===== src/rtl/clk_phase_reset_gen.sv =====
// -----------------------------------------------------------------------------
// clk_phase_reset_gen
//
// Clock/reset front end of the 8085 system. From the x1 oscillator it derives
// the two-phase non-overlapping phi1/phi2 pair, the system clock clk_out and a
// per-period strobe. It synchronises the release of resetn_in, stretches the
// system reset over a number of full clock periods, and provides a halt
// handshake that parks both phases low on a machine-period boundary.
//
// Parameters
//   PHASE_LEN    x1 cycles each of phi1 / phi2 is high (>= 1)
//   GAP          x1 dead cycles after each phase (>= 1)
//   SYNC_STAGES  depth of the reset-release synchroniser (>= 2)
//   RST_STRETCH  full periods reset_out stays high after synced release (>= 1)
//
// Ports
//   x1          in   oscillator clock, every flop uses its rising edge
//   resetn_in   in   asynchronous active-low reset
//   halt_req    in   synchronous to x1, request to park the clocks
//   halt_ack    out  high while the clocks are parked
//   phi1        out  phase-1 clock
//   phi2        out  phase-2 clock
//   clk_out     out  system clock, high for the first half of each period
//   reset_out   out  active-high system reset
//   period_end  out  one-cycle pulse on the last x1 cycle of a running period
// -----------------------------------------------------------------------------
module clk_phase_reset_gen #(
  parameter int PHASE_LEN   = 1,
  parameter int GAP         = 1,
  parameter int SYNC_STAGES = 2,
  parameter int RST_STRETCH = 8
) (
  input  logic x1,
  input  logic resetn_in,
  input  logic halt_req,
  output logic halt_ack,
  output logic phi1,
  output logic phi2,
  output logic clk_out,
  output logic reset_out,
  output logic period_end
);

  // ---------------------------------------------------------------------------
  // Derived constants
  // ---------------------------------------------------------------------------
  localparam int PERIOD = 2 * (PHASE_LEN + GAP);
  localparam int CW     = $clog2(PERIOD);
  localparam int SW     = (RST_STRETCH > 1) ? $clog2(RST_STRETCH) : 1;

  // Phase-counter landmarks, pre-sized so every compare is width-matched.
  localparam logic [CW-1:0] CNT_ZERO  = {CW{1'b0}};
  localparam logic [CW-1:0] CNT_ONE   = CW'(1);
  localparam logic [CW-1:0] CNT_LAST  = CW'(PERIOD - 1);
  localparam logic [CW-1:0] P1_LAST   = CW'(PHASE_LEN - 1);
  localparam logic [CW-1:0] P2_FIRST  = CW'(PHASE_LEN + GAP);
  localparam logic [CW-1:0] P2_LAST   = CW'(2 * PHASE_LEN + GAP - 1);
  localparam logic [CW-1:0] HALF_END  = CW'(PHASE_LEN + GAP);

  localparam logic [SW-1:0] STR_ZERO  = {SW{1'b0}};
  localparam logic [SW-1:0] STR_ONE   = SW'(1);
  localparam logic [SW-1:0] STR_LAST  = SW'(RST_STRETCH - 1);

  localparam logic [SYNC_STAGES-1:0] SYNC_ZERO = {SYNC_STAGES{1'b0}};

  // ---------------------------------------------------------------------------
  // Elaboration-time parameter checks
  // ---------------------------------------------------------------------------
  if (PHASE_LEN < 1) begin : g_bad_phase_len
    $error("clk_phase_reset_gen: PHASE_LEN must be >= 1 (got %0d)", PHASE_LEN);
  end
  if (GAP < 1) begin : g_bad_gap
    $error("clk_phase_reset_gen: GAP must be >= 1 (got %0d)", GAP);
  end
  if (SYNC_STAGES < 2) begin : g_bad_sync_stages
    $error("clk_phase_reset_gen: SYNC_STAGES must be >= 2 (got %0d)", SYNC_STAGES);
  end
  if (RST_STRETCH < 1) begin : g_bad_rst_stretch
    $error("clk_phase_reset_gen: RST_STRETCH must be >= 1 (got %0d)", RST_STRETCH);
  end

  // ---------------------------------------------------------------------------
  // State encoding
  // ---------------------------------------------------------------------------
  typedef enum logic [1:0] {
    ST_RESET   = 2'd0,
    ST_STRETCH = 2'd1,
    ST_RUN     = 2'd2,
    ST_HALTED  = 2'd3
  } state_t;

  // ---------------------------------------------------------------------------
  // Helpers
  // ---------------------------------------------------------------------------

  // Waveform decode of one phase-counter value: {phi1, phi2, clk_out, period_end}.
  function automatic logic [3:0] phase_decode(input logic [CW-1:0] c);
    logic p1;
    logic p2;
    logic ck;
    logic pe;
    p1 = (c <= P1_LAST);
    p2 = (c >= P2_FIRST) && (c <= P2_LAST);
    ck = (c < HALF_END);
    pe = (c == CNT_LAST);
    return {p1, p2, ck, pe};
  endfunction

  // The phase decode is only driven onto the pins while the clocks are running.
  function automatic logic clocks_running(input state_t s);
    return (s == ST_STRETCH) || (s == ST_RUN);
  endfunction

  // ---------------------------------------------------------------------------
  // Registers
  // ---------------------------------------------------------------------------
  state_t                 state_r;
  logic [CW-1:0]          cnt_r;
  logic [SW-1:0]          str_cnt_r;
  logic [SYNC_STAGES-1:0] sync_r;

  logic phi1_r;
  logic phi2_r;
  logic clk_out_r;
  logic period_end_r;
  logic reset_out_r;
  logic halt_ack_r;

  // ---------------------------------------------------------------------------
  // Next-state signals
  // ---------------------------------------------------------------------------
  state_t        state_s;
  logic [CW-1:0] cnt_s;
  logic [SW-1:0] str_cnt_s;
  logic          cnt_wrap_s;
  logic [3:0]    dec_s;
  logic [3:0]    phase_s;
  logic          reset_out_s;
  logic          halt_ack_s;

  // Next state, next phase count and the output values that go with them.
  always_comb begin
    state_s     = state_r;
    cnt_s       = cnt_r;
    str_cnt_s   = str_cnt_r;
    cnt_wrap_s  = (cnt_r == CNT_LAST);

    case (state_r)
      ST_RESET: begin
        // Leave reset on the edge after the last synchroniser stage reads 1.
        cnt_s     = CNT_ZERO;
        str_cnt_s = STR_ZERO;
        if (sync_r[SYNC_STAGES-1]) begin
          state_s = ST_STRETCH;
        end else begin
          state_s = ST_RESET;
        end
      end

      ST_STRETCH: begin
        // Count completed periods; the wrap that ends the last one enters RUN,
        // so the first running period starts with phi1 high and reset low.
        if (cnt_wrap_s) begin
          cnt_s = CNT_ZERO;
          if (str_cnt_r == STR_LAST) begin
            state_s   = ST_RUN;
            str_cnt_s = STR_ZERO;
          end else begin
            state_s   = ST_STRETCH;
            str_cnt_s = str_cnt_r + STR_ONE;
          end
        end else begin
          cnt_s = cnt_r + CNT_ONE;
        end
      end

      ST_RUN: begin
        // halt_req only counts on the last cycle of a period, so a park
        // never truncates a machine period.
        if (cnt_wrap_s) begin
          cnt_s = CNT_ZERO;
          if (halt_req) begin
            state_s = ST_HALTED;
          end else begin
            state_s = ST_RUN;
          end
        end else begin
          cnt_s = cnt_r + CNT_ONE;
        end
      end

      ST_HALTED: begin
        // Resume at the start of a fresh period as soon as the request drops.
        cnt_s = CNT_ZERO;
        if (!halt_req) begin
          state_s = ST_RUN;
        end else begin
          state_s = ST_HALTED;
        end
      end

      default: begin
        state_s   = ST_RESET;
        cnt_s     = CNT_ZERO;
        str_cnt_s = STR_ZERO;
      end
    endcase

    // Outputs are computed from the next count/state so the registered pins
    // line up with cnt_r with no extra cycle of latency.
    dec_s = phase_decode(cnt_s);
    if (clocks_running(state_s)) begin
      phase_s = dec_s;
    end else begin
      phase_s = 4'b0000;
    end

    reset_out_s = (state_s == ST_RESET) || (state_s == ST_STRETCH);
    halt_ack_s  = (state_s == ST_HALTED);
  end

  // State, counters, reset synchroniser and glitch-free output flops.
  always_ff @(posedge x1 or negedge resetn_in) begin
    if (!resetn_in) begin
      state_r      <= ST_RESET;
      cnt_r        <= CNT_ZERO;
      str_cnt_r    <= STR_ZERO;
      sync_r       <= SYNC_ZERO;
      phi1_r       <= 1'b0;
      phi2_r       <= 1'b0;
      clk_out_r    <= 1'b0;
      period_end_r <= 1'b0;
      reset_out_r  <= 1'b1;
      halt_ack_r   <= 1'b0;
    end else begin
      // Ones enter the chain only after release; any reset pulse, however
      // short, clears it and forces a complete re-sync and stretch.
      sync_r       <= {sync_r[SYNC_STAGES-2:0], 1'b1};
      state_r      <= state_s;
      cnt_r        <= cnt_s;
      str_cnt_r    <= str_cnt_s;
      phi1_r       <= phase_s[3];
      phi2_r       <= phase_s[2];
      clk_out_r    <= phase_s[1];
      period_end_r <= phase_s[0];
      reset_out_r  <= reset_out_s;
      halt_ack_r   <= halt_ack_s;
    end
  end

  // ---------------------------------------------------------------------------
  // Output pins come straight from flops
  // ---------------------------------------------------------------------------
  assign phi1       = phi1_r;
  assign phi2       = phi2_r;
  assign clk_out    = clk_out_r;
  assign period_end = period_end_r;
  assign reset_out  = reset_out_r;
  assign halt_ack   = halt_ack_r;

endmodule


===== config.mk =====
export PLATFORM = sky130hd
export DESIGN_NAME = clk_phase_reset_gen
export DESIGN_NICKNAME = d
export VERILOG_FILES = /design/src/rtl/clk_phase_reset_gen.sv
export SDC_FILE = /design/constraint.sdc
export NUM_CORES = 1
export LEC_CHECK = 0
export ABC_AREA = 1
export CORE_ASPECT_RATIO = 1.25
export CORE_MARGIN = 8
export CORE_UTILIZATION = 42
export DETAILED_ROUTE_END_ITERATION = 8
export GPL_TIMING_DRIVEN = 0
export SLEW_MARGIN = 20
export SYNTH_ARGS = -nofsm -noshare
export SYNTH_HDL_FRONTEND = slang
export SYNTH_SLANG_ARGS = --single-unit
export TNS_END_PERCENT = 50

===== constraint.sdc =====
create_clock -name x1 -period 2.3 [get_ports x1]
set_input_delay 0.575 -clock x1 [delete_from_list [all_inputs] [get_ports x1]]
set_output_delay 0.575 -clock x1 [all_outputs]
set_load 0.03 [all_outputs]

==> flow_metrics.tcl, run 1 <==
set metrics [dict create \
    status "finished, final reports clean" \
    dp_cells 100 \
    rsz0062_at_grt "false" \
    seqCellArea_sq_um 377 \
    crit_slowest_cell "clkdlybuf4s50_1" \
    crit_path_max_incr_delay_ps 660 \
    drv_slew 0 \
    internal_power_uw 578 \
    dr.pass1.iters 2 \
    fillCellCount 171 \
    ys_warn_count 0 \
    hold-worst-slack_ps 365 \
    grt_pass1_vias 498 \
    fp.dieW_um 54.4 \
    overflow 0 \
    ctsResizeCount 0 \
    final.setup.worst_slack_ps 264 \
    multi_input_area_sq_um 345 \
    crit_fanout 1 \
    whs_path_depth 0 \
    p_sw_uw 402 \
    path_buf_inv 1 \
    instances_no_fill 104 \
    syn_avg_cell_area_sq_um 10.6 \
    n_antenna_cell 0 \
    htree_levels 1 \
    worstPathCellList "clkdlybuf4s50_1" \
    crit_type "reg -> out" \
    final.setup_skew_ps 2.33 \
    setup_tns_ps 0 \
    crit_path_start_kind "flip-flop" \
    io_pins 9 \
    grt_max_degree 16 \
    maxCapViolCount 0 \
    fp.dieH_um 64.0 \
    ys_ff_latch 15 \
    syn_inst 73 \
    nets 100 \
    portBuffers 8 \
    swShare_pct 41.0 \
    clk_pin_slew_ps 80 \
    cts_tree "done" \
    power.clock.fraction_pct 14.5 \
    die-area_sq_um 3480 \
    dr.first_iter.drc_count 4 \
    cts_hold_buf 0 \
    root_buffer "clkbuf_4" \
    clock_path_buffers 2 \
    final_hold_viol_count 0 \
    worst_pin_slew_ps 627 \
    hold_class "reg -> reg" \
    clock_sinks 15 \
    critPathRequiredTime_ps 1730 \
    clk_latency_ps 270 \
    fin_crit_ps 2040 \
    synth_nets 87 \
    core_area_sq_um 1740 \
    preCtsSetupSlack_ps 138 \
    vias_per_cell 4.68 \
    cp.arrival_ps 1460 \
    critPathTopFamily "buffers and inverters" \
    synthDistinctLibCells 21 \
    grt_usage_pct 7.64 \
    ir_worst_vdd_uv 548 \
    antenna_found_initial 0 \
    worstSetupEndpointType "output port" \
    drc 0 \
    combPwrFrac_pct 47.6 \
    r2r.worst_path.cells 10 \
    wl_mm 1.16 \
    cts_setup_buffers 0 \
    slew_headroom_pct 58.1 \
    seqPwrFrac_pct 37.8 \
    power.leakage_uw 0.000472 \
    cp.depth 1 \
    rows 17 \
    dp_hpwl_um 937 \
    netlist_area_sq_um 774 \
    grt_pass1_wl_mm 1.95 \
    drive_gt1_share_pct 23.5 \
    place_congestion 0.712 \
    setup_viol 0 \
    antenna_left 0 \
    cts_buffers 3 \
    post_drt_wl_per_cell_um 11.1 \
    min_period_over_period_pct 88.5 \
    synth-seq-area-share_pct 48.6 \
    power_density_nw_per_um2 1080 \
    initial_core_util_pct 44.4 \
    fin_util_pct 51.9 \
    vias 487 \
    fmax_mhz 491 \
    area_delta_synth_final_pct 16.8 \
]
## sequential cells by signal, indices dropped and copies added (netlist names)
signal      flops
phi1            1
sync_r          2
phi2            1
clk_out         1
state_r         2
cnt_r           2
str_cnt_r       3
halt_ack        1
reset_out       1
period_end      1
## worst reg2reg max path, stage by stage (launching register included)
cell	delay, ps
dfrtp_1	420
inv_1	130
ha_1	310
nand2_2	80
nand2_2	80
nand2_2	60
nand2_1	50
nand2_1	50
ha_1	270
inv_1	90
nor4_2	250
## cells by family (layout without fill, tap and decap cells)
kind of cell	Yosys count	in the layout	synth area share, %
simple gates	26	26	20.2
flops	15	15	48.6
buf+inv	12	24	6.79
fa+ha+maj	11	11	17.8
compound gates	8	8	6.14
other cells	1	1	0.484
## through the flow
step | cell area (sq um) | power (uW)
global route | 905 | 1050
global placement | 878 | 841
CTS | 905 | 1000
detailed placement | 878 | 853
finish | 905 | 980
floorplan | 774 | 717
## path summary, 6_finish.rpt
kind | startpoint | to | slack, ps
worst max-delay path | reset_out | reset_out | 260
worst min-delay path | sync_r[0] | sync_r[1] | 370
worst max register to register | state_r[1] | period_end | 410
worst min register to register | sync_r[0] | sync_r[1] | 370
max in group asynchronous | resetn_in | cnt_r[0] | 1210
min in group asynchronous | resetn_in | str_cnt_r[2] | 690
## synth_stat cells, drive strengths merged
master  count  area share, %
o21ai       4            3.1
nand2      15             10
dfrtp      14             45
a21oi       4            3.1
buf         1            1.5
nor4        1            1.6
conb        1           0.48
inv        11            5.3
nor2        4            2.9
or2         2            1.6
dfstp       1            3.4
nand3       2            1.3
nor3        2            2.6
ha         11             18
## layout by cell type (no fill, tap or decap)
master / netlist / layout
conb_1: 1 / 1
clkbuf_4: 0 / 3
o21ai_2: 1 / 1
nand3_1: 2 / 2
dfrtp_1: 14 / 14
inv_2: 1 / 1
clkbuf_1: 0 / 1
a21oi_1: 3 / 3
nor3_2: 2 / 2
ha_1: 11 / 11
or2_1: 1 / 1
a21oi_2: 1 / 1
nor4_2: 1 / 1
nor2_1: 3 / 3
inv_1: 10 / 10
dfstp_2: 1 / 1
nand2_2: 6 / 6
o21ai_1: 3 / 3
buf_6: 1 / 1
or2_2: 1 / 1
clkdlybuf4s50_1: 0 / 8
nor2_4: 1 / 1
nand2_1: 8 / 8
nand2_4: 1 / 1
## layout make-up
type	instances	share of cell area, %
sequential	15	41.6
multi-input combinational	46	38.2
timing repair buffer	8	8.85
inverter	11	4.56
clock buffer	4	2.90
tap	19	2.63
buffer	1	1.24
## layer usage
metal | global-route usage (%) | wire length, um | vias up
met2 | 11.4 | 575 | 6
met1 | 8.41 | 497 | 227
li1 | - | - | 249
met5 | 0 | 0 | -
met4 | 7.41 | 47 | 0
met3 | 1.62 | 34 | 5
## power groups by stage
stage          logic (uW)  registers [uW]  clock network, uW
4_1_cts               478             372                152
2_1_floorplan         281             436                  0
3_3_place_gp          466             375                  0
5_1_grt               520             376                157
3_5_place_dp          476             377                  0
6_report              467             371                143
(Power assumes the default switching activity.)
==> inputs of run 2 (changes only) <==
Settings changed: CAP_MARGIN from default to 25, SKIP_CTS_REPAIR_TIMING from default to 1.
==> results of run 2 <==
The final DEF is identical to that of run 1; final timing and power are the same.
==> inputs of run 3 (changes only) <==
Settings changed: SLEW_MARGIN 20 to default.
==> results of run 3 <==
The final DEF is identical to that of run 1; final timing and power are the same.
